[src/rtl/fetch_unit_pkg.sv]
// Shared definitions for the instruction fetch unit: NOP encoding,
// FSM state encoding, default reset vector and the fetch address check.
package fetch_unit_pkg;

    // addi x0, x0, 0 -- the canonical RISC-V NOP
    localparam logic [31:0] NOP_INST         = 32'h0000_0013;
    localparam logic [31:0] DEFAULT_RESET_PC = 32'h0000_0000;

    typedef enum logic {
        ST_RUN   = 1'b0,
        ST_FAULT = 1'b1
    } fetch_state_t;

    // A fetch address is illegal when it is not word aligned or lies past the
    // last whole word of instruction memory. The compare is done on the
    // unwrapped pc, so it fires before pc+4 could ever wrap past 2^32.
    function automatic logic pc_is_bad(input logic [31:0] pc,
                                       input logic [31:0] last_pc);
        return (pc[1:0] != 2'b00) || (pc > last_pc);
    endfunction

endpackage

[src/rtl/fetch_out_reg.sv]
// Output register of the fetch stage: holds the fetched word, its pc and
// pc+4, plus the valid flag. Flush has priority over load; otherwise hold.
module fetch_out_reg
    import fetch_unit_pkg::*;
(
    input  logic        clk,
    input  logic        rst_n,
    input  logic        load,
    input  logic        flush,
    input  logic [31:0] inst,
    input  logic [31:0] pc,
    output logic        out_valid,
    output logic [31:0] out_inst,
    output logic [31:0] out_pc,
    output logic [31:0] out_pc4
);

    // Capture a new word on load, drop validity on flush, else hold everything.
    // NOTE: registers are written with <= so every flop samples pre-edge values.
    always_ff @(posedge clk or negedge rst_n) begin
        if (!rst_n) begin
            out_valid <= 1'b0;
            out_inst  <= NOP_INST;
            out_pc    <= 32'h0000_0000;
            out_pc4   <= 32'h0000_0000;
        end else if (flush) begin
            out_valid <= 1'b0;
        end else if (load) begin
            out_valid <= 1'b1;
            out_inst  <= inst;
            out_pc    <= pc;
            out_pc4   <= pc + 32'd4;
        end
    end

endmodule

[src/rtl/fetch_unit.sv]
// Single-stage instruction fetch: pc register, RUN/FAULT control, accepted
// handshake counter and the fetch output register. One word per cycle while
// downstream is ready; redirects flush the output and win over everything.
module fetch_unit
    import fetch_unit_pkg::*;
#(
    parameter logic [31:0] RESET_PC  = DEFAULT_RESET_PC,
    parameter int unsigned MEM_NBYTE = 4096
) (
    input  logic        clk,
    input  logic        rst_n,
    output logic [31:0] imem_addr,
    input  logic [31:0] imem_inst,
    input  logic        redirect_valid,
    input  logic [31:0] redirect_pc,
    output logic        out_valid,
    input  logic        out_ready,
    output logic [31:0] out_inst,
    output logic [31:0] out_pc,
    output logic [31:0] out_pc4,
    output logic        fault,
    output logic [31:0] fault_pc,
    output logic [31:0] fetch_count
);

    localparam logic [31:0] LAST_PC = 32'(MEM_NBYTE - 4);

    fetch_state_t state;
    logic [31:0]  pc;
    logic         load;
    logic         flush;
    logic         take_fault;
    logic         handshake;

    assign imem_addr = pc;
    assign handshake = out_valid && out_ready;

    // Decide this cycle's action: redirect, load the word at pc, or fault on it.
    // NOTE: every output gets a default first so no path can infer a latch.
    always_comb begin
        load       = 1'b0;
        flush      = 1'b0;
        take_fault = 1'b0;
        if (redirect_valid) begin
            flush = 1'b1;
        end else if (state == ST_RUN && (!out_valid || out_ready)) begin
            if (pc_is_bad(pc, LAST_PC)) begin
                take_fault = 1'b1;
                flush      = 1'b1;
            end else begin
                load = 1'b1;
            end
        end
    end

    // Control FSM with the pc and the sticky fault registers.
    always_ff @(posedge clk or negedge rst_n) begin
        if (!rst_n) begin
            state    <= ST_RUN;
            pc       <= RESET_PC;
            fault    <= 1'b0;
            fault_pc <= 32'h0000_0000;
        end else if (redirect_valid) begin
            // A redirect is the only way out of FAULT; an illegal target is
            // accepted here and trips the check on the next load attempt.
            state <= ST_RUN;
            pc    <= redirect_pc;
            fault <= 1'b0;
        end else if (take_fault) begin
            state    <= ST_FAULT;
            fault    <= 1'b1;
            fault_pc <= pc;
        end else if (load) begin
            pc <= pc + 32'd4;
        end
    end

    // Count accepted words, including one accepted in a redirect cycle.
    always_ff @(posedge clk or negedge rst_n) begin
        if (!rst_n) begin
            fetch_count <= 32'h0000_0000;
        end else if (handshake) begin
            fetch_count <= fetch_count + 32'd1;
        end
    end

    fetch_out_reg u_out_reg (
        .clk       (clk),
        .rst_n     (rst_n),
        .load      (load),
        .flush     (flush),
        .inst      (imem_inst),
        .pc        (pc),
        .out_valid (out_valid),
        .out_inst  (out_inst),
        .out_pc    (out_pc),
        .out_pc4   (out_pc4)
    );

endmodule

[config.mk]
export PLATFORM = sky130hd
export DESIGN_NAME = fetch_unit
export DESIGN_NICKNAME = d
export VERILOG_FILES = /design/src/rtl/fetch_unit_pkg.sv /design/src/rtl/fetch_out_reg.sv /design/src/rtl/fetch_unit.sv
export SDC_FILE = /design/constraint.sdc
export NUM_CORES = 1
export LEC_CHECK = 0
export CORE_UTILIZATION = 42
export DETAILED_ROUTE_END_ITERATION = 16
export PLACE_DENSITY = 0.76
export SYNTH_ARGS = -nofsm -noshare
export SYNTH_HDL_FRONTEND = slang
export SYNTH_HIERARCHICAL = 1
export SYNTH_SLANG_ARGS = --single-unit
export TNS_END_PERCENT = 20
[constraint.sdc]
create_clock -name clk -period 3 [get_ports clk]
set_clock_uncertainty 0.15 [all_clocks]
set_input_delay 0.6 -clock clk [delete_from_list [all_inputs] [get_ports clk]]
set_output_delay 0.6 -clock clk [all_outputs]
set_load 0.01 [all_outputs]
==> out/metrics.csv <==
stage,metric,value,unit
logic_synthesis,yosysWarnings,6,
placed_design,pre_cts_ws,219,ps
logic_synthesis,synth-edff-count,0,
critical_path,arrival,2860,ps
clocking,numCtsBuffers,17,
power_and_ir_drop,peakVddDrop,408,uV
final_layout,area_growth,45.0,%
routing,num_vias,7051,
logic_synthesis,syn_area_per_cell,10.4,um^2
logic_synthesis,syn_inst,799,
logic_synthesis,synth.top_cell.area_share,56.8,%
sta,holdWs,307,ps
placed_design,dp.cells,1328,
logic_synthesis,synth_fp_nets,870,
global_route,gr-usage-all-layers,23.5,%
global_route,grt_pass1_wl,36400,um
routing,wl,23500,um
clocking,h-tree-depth,4,
placed_design,dp_hpwl,16900,um
sta,slew-limit-headroom,59.9,%
clocking,worstSkewPairLatency,430,ps
global_route,grt_pass1_vias,6719,
critical_path,worstSetupStartpointType,register,
sta,max_clock_freq,0.369,GHz
critical_path,rr_worst_depth,6,
final_layout,final_util,62.0,%
power_and_ir_drop,sw_frac_of_total,25.6,%
clocking,clk_path_buf_depth,2,
logic_synthesis,yosysUniqueCellTypes,45,
logic_synthesis,synthArstFlopShare,100,%
global_route,overflow,0,
clocking,root_buffer,clkbuf_16,
logic_synthesis,ys_seq_area_share,57.8,%
die,start_util,42.8,%
die,die_area,0.0204,mm^2
power_and_ir_drop,p_seq_share,48.0,%
placed_design,portBuffers,261,
sta,rsz0062_at_grt,no,
logic_synthesis,ys_top_cells_by_area,"dfrtp_1 57%, nand2_1 10%, xnor2_1 3.8%",
power_and_ir_drop,p_leak,5.26,nW
power_and_ir_drop,power_density,486,mW/mm^2
final_layout,drive_above_1_share,10.6,%
critical_path,crit_required,3150,ps
placed_design,place_area,0.0115,mm^2
critical_path,cp_max_fo,14,
sta,drv_slew,0,
final_layout,post-route-cell-area,0.0121,mm^2
logic_synthesis,synth_most_common_cell,nand2_1,
worst_hold_path,hold_depth,2,
final_layout,fin_nets,1154,
clocking,clock-sinks,192,
sta,worst_slack,291,ps
logic_synthesis,synthesis.area,0.00832,mm^2
placed_design,place.gp.congestion,0.860,
power_and_ir_drop,combPwrFrac,15.1,%
power_and_ir_drop,p_int,4.37,mW
clocking,clk_pin_slew,70,ps
logic_synthesis,yosys_register_bits,192,
die,rows,51,
logic_synthesis,synth_ff_type,dfrtp_1,
power_and_ir_drop,clock_power_share,36.9,%
sta,fin_setup_tns,0,ps
global_route,antenna_found_initial,1,
die,ioPinCount,262,
power_and_ir_drop,power.total,5.87,mW
critical_path,worstSetupEndpointType,register,
routing,drtPass1Iterations,5,
die,die_y,143,um
critical_path,setup.worst_path.class,register to register,
sta,fin_crit_sh,90.3,%
sta,final-setup-viol-count,0,
clocking,cts_tree,built,
routing,final_antenna_net_count,0,
sta,tightest_slew,599,ps
routing,drt-wirelength-per-cell,17.2,um
sta,hold_violations,0,
routing,drtIter0Drc,407,
routing,routed_via_density,5.18,
logic_synthesis,ys_top_cells_by_count,"227 x nand2_1, 189 x dfrtp_1, 36 x xnor2_1, 30 x clkbuf_1, 30 x nor2_1",
worst_hold_path,hold_path_class,register to register,
final_layout,stdcell_count,1361,
global_route,grt_max_degree,63,
critical_path,reg2reg_slack,290,ps
die,die_w,143,um
outcome,status,"complete, no violations",
flow_run,cap_violations,0,
routing,remaining_drc_errors,0,
die,core,0.0195,mm^2
logic_synthesis,yosys.area.top_type,dfrtp_1,
power_and_ir_drop,p_sw,1.50,mW
sta,fin_crit,2710,ps
==> area by class of cell <==
cell class	instances	area, um^2
fillers	1629	7390
flip-flops and latches	192	4810
multi-input cells	558	3320
repair buffers	306	3020
clock buffers	20	447
well taps	265	332
clock inverters	11	105
inverters	8	30.0
diodes	1	2.50
==> sequential cells by signal (all words and copies together) (netlist names) <==
register             cells
fault_pc                32
fetch_count             32
u_out_reg/out_inst      32
state                    1
u_out_reg/out_pc        32
u_out_reg/out_pc4       30
u_out_reg/out_valid      1
imem_addr               32
==> cell usage in the layout, fill, tap and decap left out, drive strengths merged <==
cell	Yosys	routed
a21oi	1	1
a22o	2	2
a2bb2oi	2	2
a31oi	21	21
a41oi	1	1
and2	2	2
and3	11	11
and4	8	8
buf	10	44
bufinv	0	1
clkbuf	31	21
clkdlybuf4s50	0	260
clkinv	1	6
clkinvlp	0	1
dfrtp	189	189
dfstp	3	3
diode	0	1
dlygate4sd3	0	1
ha	3	3
inv	7	11
mux2	52	52
nand2	227	227
nand2b	3	3
nand3	28	28
nand3b	2	2
nand4	25	25
nand4b	1	1
nor2	30	30
nor2b	3	3
nor3	7	7
nor4	14	14
o211ai	1	1
o21ai	30	30
o31a	2	2
o31ai	13	13
or3	6	6
or4	16	16
or4b	2	2
xnor2	36	36
xor2	9	9
==> layer usage <==
| metal | global-route usage [%] | share of wire, % |
|---|---|---|
| met1 | 31.1 | 43 |
| met2 | 37.7 | 48 |
| met3 | 5.20 | 6.8 |
| met4 | 8.77 | 1.9 |
| met5 | 0 | 0 |
==> worst max-delay path, stage by stage (launching register included) <==
cell     delay (ps)
dfrtp_1         510
nor4_2          330
buf_4           180
nand2_1         220
o21ai_4         580
buf_4           280
mux2_1          330
==> cells by family after synthesis <==
kind of cell	Yosys count	synth area share, %
muxes	52	7.03
adders and majority gates	3	0.451
DFF	192	57.8
and+or+nand+nor	385	22.0
AOI/OAI and AO/OA	73	5.49
buffers and inverters	49	2.57
xor gates and xnor gates	45	4.73
==> worst paths after layout <==
path / from / endpoint
min: u_out_reg/out_inst[4] / u_out_reg/out_inst[4]
max: imem_addr[25] / fault_pc[10]
max reg2reg: imem_addr[25] / fault_pc[10]
min reg2reg: u_out_reg/out_inst[4] / u_out_reg/out_inst[4]
min in group asynchronous: rst_n / fetch_count[18]
max in group asynchronous: rst_n / u_out_reg/out_inst[4]
==> power by group through the flow <==
stage | combinational, mW | sequential, mW | clock (mW)
after global routing | 0.947 | 2.83 | 2.32
after detailed placement | 0.885 | 2.87 | 0
final | 0.885 | 2.82 | 2.16
after CTS | 0.892 | 2.82 | 2.21
after global placement | 0.876 | 2.86 | 0
after floorplan | 0.215 | 2.95 | 0
==> timing repair <==
| item | CTS | global route |
|---|---|---|
| buffers inserted | 0 | 0 |
| endpoints found under the hold margin | 24 | 0 |
| gates resized for setup | 0 | 0 |
| hold buffers | 1 | 0 |
Note: power is estimated with default switching activity, not from simulation.
